--- config.mk ---
export PLATFORM = sky130hd
export DESIGN_NAME = i8008_bus_ctrl
export DESIGN_NICKNAME = d
export VERILOG_FILES = /design/src/rtl/i8008_bus_ctrl.sv
export SDC_FILE = /design/constraint.sdc
export NUM_CORES = 1
export LEC_CHECK = 0
export CAP_MARGIN = 25
export CELL_PAD_IN_SITES_DETAIL_PLACEMENT = 0
export CELL_PAD_IN_SITES_GLOBAL_PLACEMENT = 1
export CORE_MARGIN = 2
export CORE_UTILIZATION = 43
export DETAILED_ROUTE_END_ITERATION = 7
export GPL_ROUTABILITY_DRIVEN = 0
export PLACE_DENSITY = 0.93
export REMOVE_ABC_BUFFERS = 1
export SLEW_MARGIN = 20
export SYNTH_ARGS = -nofsm -noshare
export SYNTH_HDL_FRONTEND = slang
export SYNTH_SLANG_ARGS = --single-unit
export TNS_END_PERCENT = 20
--- constraint.sdc ---
create_clock -name clock -period 3.8 [get_ports clock]
set_input_delay 0.57 -clock clock [delete_from_list [all_inputs] [get_ports clock]]
set_output_delay 0.57 -clock clock [all_outputs]
set_load 0.01 [all_outputs]
--- src/rtl/i8008_bus_ctrl.sv ---
// rtl/i8008_bus_ctrl.sv - 8008 core bus cycle decoder driving a memory/I-O request interface
module i8008_bus_ctrl (
  input  logic        clock,
  input  logic        reset_n,
  input  logic [7:0]  cpu_dout,
  input  logic [2:0]  cpu_state,
  input  logic        cpu_sync,
  output logic [7:0]  cpu_din,
  output logic        cpu_ready,
  output logic [13:0] mem_addr,
  output logic [7:0]  mem_wdata,
  output logic        mem_rd,
  output logic        mem_wr,
  input  logic [7:0]  mem_rdata,
  input  logic        mem_ack,
  output logic        io_strobe,
  output logic [4:0]  io_port,
  output logic [7:0]  io_data
);

  localparam logic [2:0] ST_T1  = 3'b010;
  localparam logic [2:0] ST_T1I = 3'b011;
  localparam logic [2:0] ST_T2  = 3'b001;
  localparam logic [2:0] ST_T3  = 3'b100;

  typedef enum logic [2:0] {
    IDLE, GOT_LO, RD_WAIT, RD_DONE, WR_DATA, WR_BUSY, IO_DONE
  } state_t;

  state_t      state;
  logic [7:0]  addr_lo;
  // lo_valid / defer track the next cycle's T1/T2 seen while a posted write drains
  logic        lo_valid;
  logic        defer;
  logic [1:0]  dtype;
  logic [13:0] daddr;

  logic        s_t1, s_t2, s_t3;
  logic        issue;
  logic [1:0]  t2_type;
  logic [13:0] t2_addr;

  // Qualified core state samples and the request about to be launched
  always_comb begin
    s_t1    = cpu_sync && (cpu_state == ST_T1 || cpu_state == ST_T1I);
    s_t2    = cpu_sync && (cpu_state == ST_T2);
    s_t3    = cpu_sync && (cpu_state == ST_T3);
    t2_type = defer ? dtype : cpu_dout[7:6];
    t2_addr = defer ? daddr : {cpu_dout[5:0], addr_lo};
    issue   = (state == GOT_LO && s_t2) ||
              (state == WR_BUSY && mem_ack && (defer || (s_t2 && lo_valid)));
  end

  // Bus cycle FSM with all outputs registered
  always_ff @(posedge clock or negedge reset_n) begin
    if (!reset_n) begin
      state     <= IDLE;
      addr_lo   <= 8'h00;
      lo_valid  <= 1'b0;
      defer     <= 1'b0;
      dtype     <= 2'b00;
      daddr     <= 14'h0000;
      cpu_din   <= 8'h00;
      cpu_ready <= 1'b1;
      mem_addr  <= 14'h0000;
      mem_wdata <= 8'h00;
      mem_rd    <= 1'b0;
      mem_wr    <= 1'b0;
      io_strobe <= 1'b0;
      io_port   <= 5'h00;
      io_data   <= 8'h00;
    end else begin
      io_strobe <= 1'b0;
      if (issue) begin
        // A T2 (live or deferred behind a write) starts the decoded cycle
        lo_valid <= 1'b0;
        defer    <= 1'b0;
        mem_wr   <= 1'b0;
        case (t2_type)
          2'b00, 2'b01: begin
            mem_addr  <= t2_addr;
            mem_rd    <= 1'b1;
            cpu_ready <= 1'b0;
            state     <= RD_WAIT;
          end
          2'b11: begin
            mem_addr  <= t2_addr;
            cpu_ready <= 1'b1;
            state     <= WR_DATA;
          end
          default: begin
            // I/O: port comes from the T2 byte, operand from the T1 byte
            io_port   <= t2_addr[13:9];
            io_data   <= t2_addr[7:0];
            io_strobe <= 1'b1;
            cpu_din   <= 8'h00;
            cpu_ready <= 1'b1;
            state     <= IO_DONE;
          end
        endcase
      end else begin
        case (state)
          IDLE: begin
            if (s_t1) begin
              addr_lo <= cpu_dout;
              state   <= GOT_LO;
            end
          end
          GOT_LO: begin
            if (s_t1) addr_lo <= cpu_dout;
          end
          RD_WAIT: begin
            if (mem_ack) begin
              cpu_din   <= mem_rdata;
              mem_rd    <= 1'b0;
              cpu_ready <= 1'b1;
              state     <= RD_DONE;
            end
          end
          RD_DONE, IO_DONE: begin
            if (s_t3) state <= IDLE;
          end
          WR_DATA: begin
            if (s_t3) begin
              mem_wdata <= cpu_dout;
              mem_wr    <= 1'b1;
              lo_valid  <= 1'b0;
              defer     <= 1'b0;
              state     <= WR_BUSY;
            end
          end
          WR_BUSY: begin
            if (mem_ack) begin
              mem_wr   <= 1'b0;
              lo_valid <= 1'b0;
              if (s_t1) begin
                addr_lo <= cpu_dout;
                state   <= GOT_LO;
              end else if (lo_valid) begin
                state <= GOT_LO;
              end else begin
                state <= IDLE;
              end
            end else begin
              if (s_t1) begin
                addr_lo  <= cpu_dout;
                lo_valid <= 1'b1;
              end
              // New T2 while the write drains: stall the core and remember it
              if (s_t2 && lo_valid && !defer) begin
                defer     <= 1'b1;
                dtype     <= cpu_dout[7:6];
                daddr     <= {cpu_dout[5:0], addr_lo};
                cpu_ready <= 1'b0;
              end
            end
          end
          default: state <= IDLE;
        endcase
      end
    end
  end

endmodule

==> impl_metrics.tcl, run 1 <==
set metrics [dict create \
    synthSimpleGateAreaFrac 0.0974 \
    cts_tree "built" \
    yosys.area.top_type "dfrtp_1" \
    cts_setup_buffers 0 \
    finalNonFillerCells 443 \
    swShare 0.323 \
    viasPerCell 5.22 \
    period_share 0.564 \
    ys_ff_latch 76 \
    postCtsHoldBufs 0 \
    finalWorstPathRequiredPeriod_ps 2140 \
    setup_viol 0 \
    num_io_pins 70 \
    synth_fa_ha_area_frac 0 \
    synthCells 266 \
    initial_utilization 0.446 \
    antenna_found_initial 0 \
    power_frac_comb 0.348 \
    dieArea_sq_um 8240 \
    arrival_ps 2370 \
    n_antenna_cell 0 \
    synthMuxAreaShare 0.157 \
    path_clk_slew_ps 80 \
    p_total_mw 2.72 \
    cts-htree-levels 3 \
    yosysTopAreaCellShare 0.580 \
    fp.dieH_um 90.8 \
    grt_pass1_wl_mm 10.9 \
    power_switching_mw 0.878 \
    cts_sinks 76 \
    finalInstanceArea_sq_um 4210 \
    crit_path_cell_trace "clkdlybuf4s50_1 > and4bb_4 > o211ai_2 > and2_2 > o211ai_4 > mux2_2" \
    slowest_stage "clkdlybuf4s50_1" \
    drc 0 \
    power.internal_mw 1.84 \
    synth_area_per_cell_sq_um 12.2 \
    slew_violations 0 \
    dr.first_iter.drc_count 116 \
    crit_type "in2reg" \
    rsz0062_at_grt "false" \
    synth_compound_area_frac 0.131 \
    yosysUniqueCellTypes 43 \
    p_per_area_nw_per_um2 645 \
    clkLatencyLatePin_ps 350 \
    ant_nets 0 \
    holdWs_ps 128 \
    power.leakage_nw 1.80 \
    slew_headroom 0.377 \
    synth-main-ff-cell "dfrtp_1" \
    synth_edf_count 0 \
    yosys-top-cells-count "75 x dfrtp_1, 34 x nor2_1, 31 x a21oi_1" \
    drt_first_pass_iters 4 \
    clockBufferDepth 2 \
    synth-xor-area-share 0 \
    tns_ps 0 \
    dp.cells 426 \
    dr_total_vias 2314 \
    syn_area_sq_um 3240 \
    dp_hpwl_mm 4.47 \
    p_clk_frac 0.196 \
    drive_gt1_frac 0.183 \
    synth_top_family_by_area "multiplexers" \
    worstPathRequired_ps 4030 \
    yosys_warnings 0 \
    yosysMostFrequentCell "dfrtp_1" \
    cts-root-buf "clkbuf_8" \
    synth-async-reset-ratio 1.00 \
    fmax_ghz 0.467 \
    hold_viol 0 \
    crit_family "simple AND/OR/NAND/NOR gates" \
    path_buf_inv 1 \
    crit_fanout 8 \
    maxCapViolations 0 \
    area_growth_pct 30.1 \
    coreArea_sq_um 7250 \
    sequentialPowerShare 0.456 \
    rows 31 \
    io_buffers 69 \
    critical_path.max_stage_delay_ps 440 \
    finClkSkew_ps 11.0 \
    start_kind "primary input" \
    synth_area_leaders "dfrtp_1 58%, mux2_2 10%, mux2i_1 4.9%" \
    status "complete, no violations" \
    layout.nets 362 \
    grt.overflow.total 0 \
    cts_resized 0 \
    ir_drop_v 0.000346 \
    track_usage 0.167 \
    hold_class "in2async" \
    drt_wl_total_mm 6.62 \
    grt_max_degree 77 \
    worst_pin_slew_ps 927 \
    post_drt_wl_per_cell_um 14.9 \
    cp-end-kind "register" \
    synth.yosys.seq_area_share 0.588 \
    die_w_um 90.8 \
    grt_pass1_vias 2282 \
    placed_cell_area_sq_um 4010 \
    cts_inserted_buffers 9 \
]
-- power groups by stage --
stage | Combinational [mW] | Clock, mW | Sequential [mW]
2_1_floorplan | 0.342 | 0 | 1.32
3_3_place_gp | 0.919 | 0 | 1.25
3_5_place_dp | 0.946 | 0 | 1.26
4_1_cts | 0.951 | 0.553 | 1.24
5_1_grt | 1.02 | 0.581 | 1.28
6_report | 0.945 | 0.532 | 1.24
-- final cells by class --
type / instances / area [sq um]
sequential: 76 / 1900
multi-input combinational: 173 / 1250
clock inverter: 5 / 38.8
fill: 630 / 3040
tap: 99 / 124
clock buffer: 11 / 131
timing repair buffer: 74 / 746
inverter: 5 / 18.8
-- cell families after synthesis --
family / count (synthesis)
flops: 76
buf+inv: 17
mux: 47
compound gates: 65
simple gates: 61
-- routing by layer --
layer | up-vias | global-route usage | routed length [um]
met5 | - | 0 | 0
met4 | 0 | 0.0769 | 134
met3 | 11 | 0.0367 | 316
met2 | 74 | 0.252 | 3070
met1 | 1129 | 0.231 | 3100
li1 | 1100 | - | -
-- stage by stage --
stage               setup slack (ps)  utilization
floorplan                       1630            -
global placement                1330        0.553
detailed placement              1290        0.553
CTS                             1660        0.577
global route                    1520        0.580
finish                          1660        0.580
-- path summary, 6_finish.rpt --
kind	depth (start not counted)	from	slack (ps)	to
worst min register to register	1	mem_wr	490	mem_wr
max in group asynchronous	2	reset_n	3050	cpu_ready
worst max-delay path	6	cpu_state[1]	1660	addr_lo[3]
worst max register to register	5	state[0]	1670	addr_lo[3]
worst min-delay path	1	reset_n	130	mem_wdata[2]
min in group clock	1	mem_wr	490	mem_wr
-- flip-flops by register name, indices dropped and copies added, names as in the netlist --
signal and cells:
mem_addr 14, lo_valid 1, cpu_din 8, defer 1, addr_lo 8, mem_wr 1, mem_rd 1, cpu_ready 1
daddr 14, dtype 2, state 3, io_port 5, io_strobe 1, io_data 8, mem_wdata 8
-- placed cells by master, fill, tap and decap left out, drive strengths merged, types with 3 or more instances in the layout --
master / synthesis / routed
buf: 10 / 6
a22o: 8 / 8
dfrtp: 75 / 75
inv: 5 / 5
clkinvlp: 0 / 4
nand3b: 3 / 3
o21ai: 11 / 11
mux2i: 16 / 16
nor3: 3 / 3
clkbuf: 2 / 11
mux2: 31 / 31
a21oi: 32 / 32
nor2: 34 / 34
clkdlybuf4s50: 0 / 68
nand2: 8 / 8
o22ai: 3 / 3
Power figures use the tool's default switching activity.
==> run 2: changes to the inputs <==
--- a/config.mk
+++ b/config.mk
@@ -9,10 +9,10 @@
 export CELL_PAD_IN_SITES_DETAIL_PLACEMENT = 0
 export CELL_PAD_IN_SITES_GLOBAL_PLACEMENT = 1
 export CORE_MARGIN = 2
-export CORE_UTILIZATION = 43
+export CORE_UTILIZATION = 36
 export DETAILED_ROUTE_END_ITERATION = 7
 export GPL_ROUTABILITY_DRIVEN = 0
-export PLACE_DENSITY = 0.93
+export PLACE_DENSITY = 0.84
 export REMOVE_ABC_BUFFERS = 1
 export SLEW_MARGIN = 20
 export SYNTH_ARGS = -nofsm -noshare
==> constraint.sdc (replaced) <==
create_clock -name clock -period 1.9 [get_ports clock]
set_input_delay 0.285 -clock clock [delete_from_list [all_inputs] [get_ports clock]]
set_output_delay 0.285 -clock clock [all_outputs]
set_load 0.01 [all_outputs]
==> impl_metrics.tcl, run 2 (synthesis gave the netlist of run 1 again) <==
set metrics [dict create \
    dr_total_vias 2402 \
    area_growth_pct 38.8 \
    viasPerCell 5.04 \
    reg_top3 "daddr x14, mem_addr x14" \
    drc 0 \
    arrival_ps 2020 \
    mostFrequentLayoutCells "75 x dfrtp_1, 68 x clkdlybuf4s50_1, 34 x nor2_1" \
    maxCapViolations 0 \
    cts-htree-levels 3 \
    grt_pass1_vias 2446 \
    final.fill_count 786 \
    num_io_pins 70 \
    crit_type "in2reg" \
    n_antenna_cell 0 \
    fp.dieH_um 98.8 \
    hold_viol 0 \
    clockBufferDepth 2 \
    die_w_um 98.8 \
    start_kind "primary input" \
    grt_max_degree 58 \
    track_usage 0.160 \
    coreArea_sq_um 8720 \
    power.leakage_nw 1.96 \
    fmax_ghz 0.558 \
    ant_nets 0 \
    setup_viol 0 \
    post_drt_wl_per_cell_um 15.3 \
    rows 34 \
    status "complete, no violations" \
    finalWorstPathRequiredPeriod_ps 1790 \
    drt_first_pass_iters 4 \
    grt.overflow.total 0 \
    worst_pin_slew_ps 378 \
    slew_violations 0 \
    tns_ps 0 \
    finClkSkew_ps 11.3 \
    dieArea_sq_um 9770 \
    p_total_mw 5.88 \
    io_buffers 69 \
    cp-end-kind "register" \
    initial_utilization 0.371 \
    worstPathRequired_ps 2130 \
    cts-root-buf "clkbuf_8" \
    drt_wl_total_mm 7.30 \
    ir_drop_v 0.000725 \
    clkLatencyLatePin_ps 350 \
    rsz0062_at_grt "false" \
    dr.first_iter.drc_count 50 \
    p_per_area_nw_per_um2 1310 \
    cts_inserted_buffers 9 \
    crit_fanout 8 \
    cts_sinks 76 \
    hold_class "in2async" \
    period_share 0.943 \
    grt_pass1_wl_mm 12.2 \
    layout.nets 387 \
    antenna_found_initial 0 \
    drive_gt1_frac 0.241 \
    final_common_cell "dfrtp_1" \
    dp_hpwl_mm 5.10 \
    cts_setup_buffers 0 \
    path_clk_slew_ps 80 \
    slew_headroom 0.747 \
    cts_tree "built" \
]
[run 2: changes by cell type in the layout (fill, tap and decap cells not counted), moves of 2 or more]
cell / delta
buf_4: +22
clkinvlp_4: -4
buf_12: +3
bufinv_16: +2
clkbuf_1: -2
clkbuf_8: +2
[run 2: critical path, cell delays in order]
cell	delay, ps
clkdlybuf4s50_1	450
and4bb_4	410
o211ai_2	100
and2_2	220
o211ai_4	170
mux2_2	380
[run 2: layout make-up]
class,instances,area (sq um),share of cell area
flip-flops and latches,76,1900,0.424
repair buffers,99,953,0.212
inverters,5,18.8,0.00418
clock inverters,5,82.6,0.0184
clock buffers,11,151,0.0337
multi-input cells,173,1250,0.278
well taps,108,135,0.0301
[run 2: worst paths after layout]
kind                              startpoint    endpoint  slack (ps)  cells after the start
min in group clock                 cpu_ready   cpu_ready         480                      2
worst max register to register         defer  io_data[2]         160                      6
worst min register to register     cpu_ready   cpu_ready         480                      2
max in group asynchronous            reset_n    daddr[4]         960                      3
worst max-delay path            cpu_state[1]  addr_lo[4]         110                      6
worst min-delay path                 reset_n    state[1]         360                      2
[run 2: routing by layer]
| metal | vias up | global-route usage | share of wire |
|---|---|---|---|
| li1 | 1151 | - | - |
| met1 | 1200 | 0.223 | 0.48 |
| met2 | 43 | 0.238 | 0.46 |
| met3 | 8 | 0.0468 | 0.042 |
| met4 | 0 | 0.0569 | 0.015 |
| met5 | - | 0 | 0 |
[run 2: timing repair]
item                                   in CTS  in global routing
endpoints found under the hold margin      18                  0
resized for setup                           0                  0
hold buffers                                1                  0
[run 2: per-stage QoR]
step	util	hold slack [ps]	cells	worst slack, ps	cell area [sq um]
2_1_floorplan	-	-10.6	254	-275	3170
3_3_place_gp	0.487	189	460	-205	4250
3_5_place_dp	0.487	195	460	-252	4250
4_1_cts	0.515	350	477	119	4490
5_1_grt	0.515	375	477	39.9	4490
6_report	0.515	358	477	109	4490
[run 2: where the power goes]
group / switching (mW) / internal (mW)
clock network: 0.604 / 0.816
logic: 0.888 / 1.15
registers: 0.293 / 2.12
total: 1.79 / 4.09
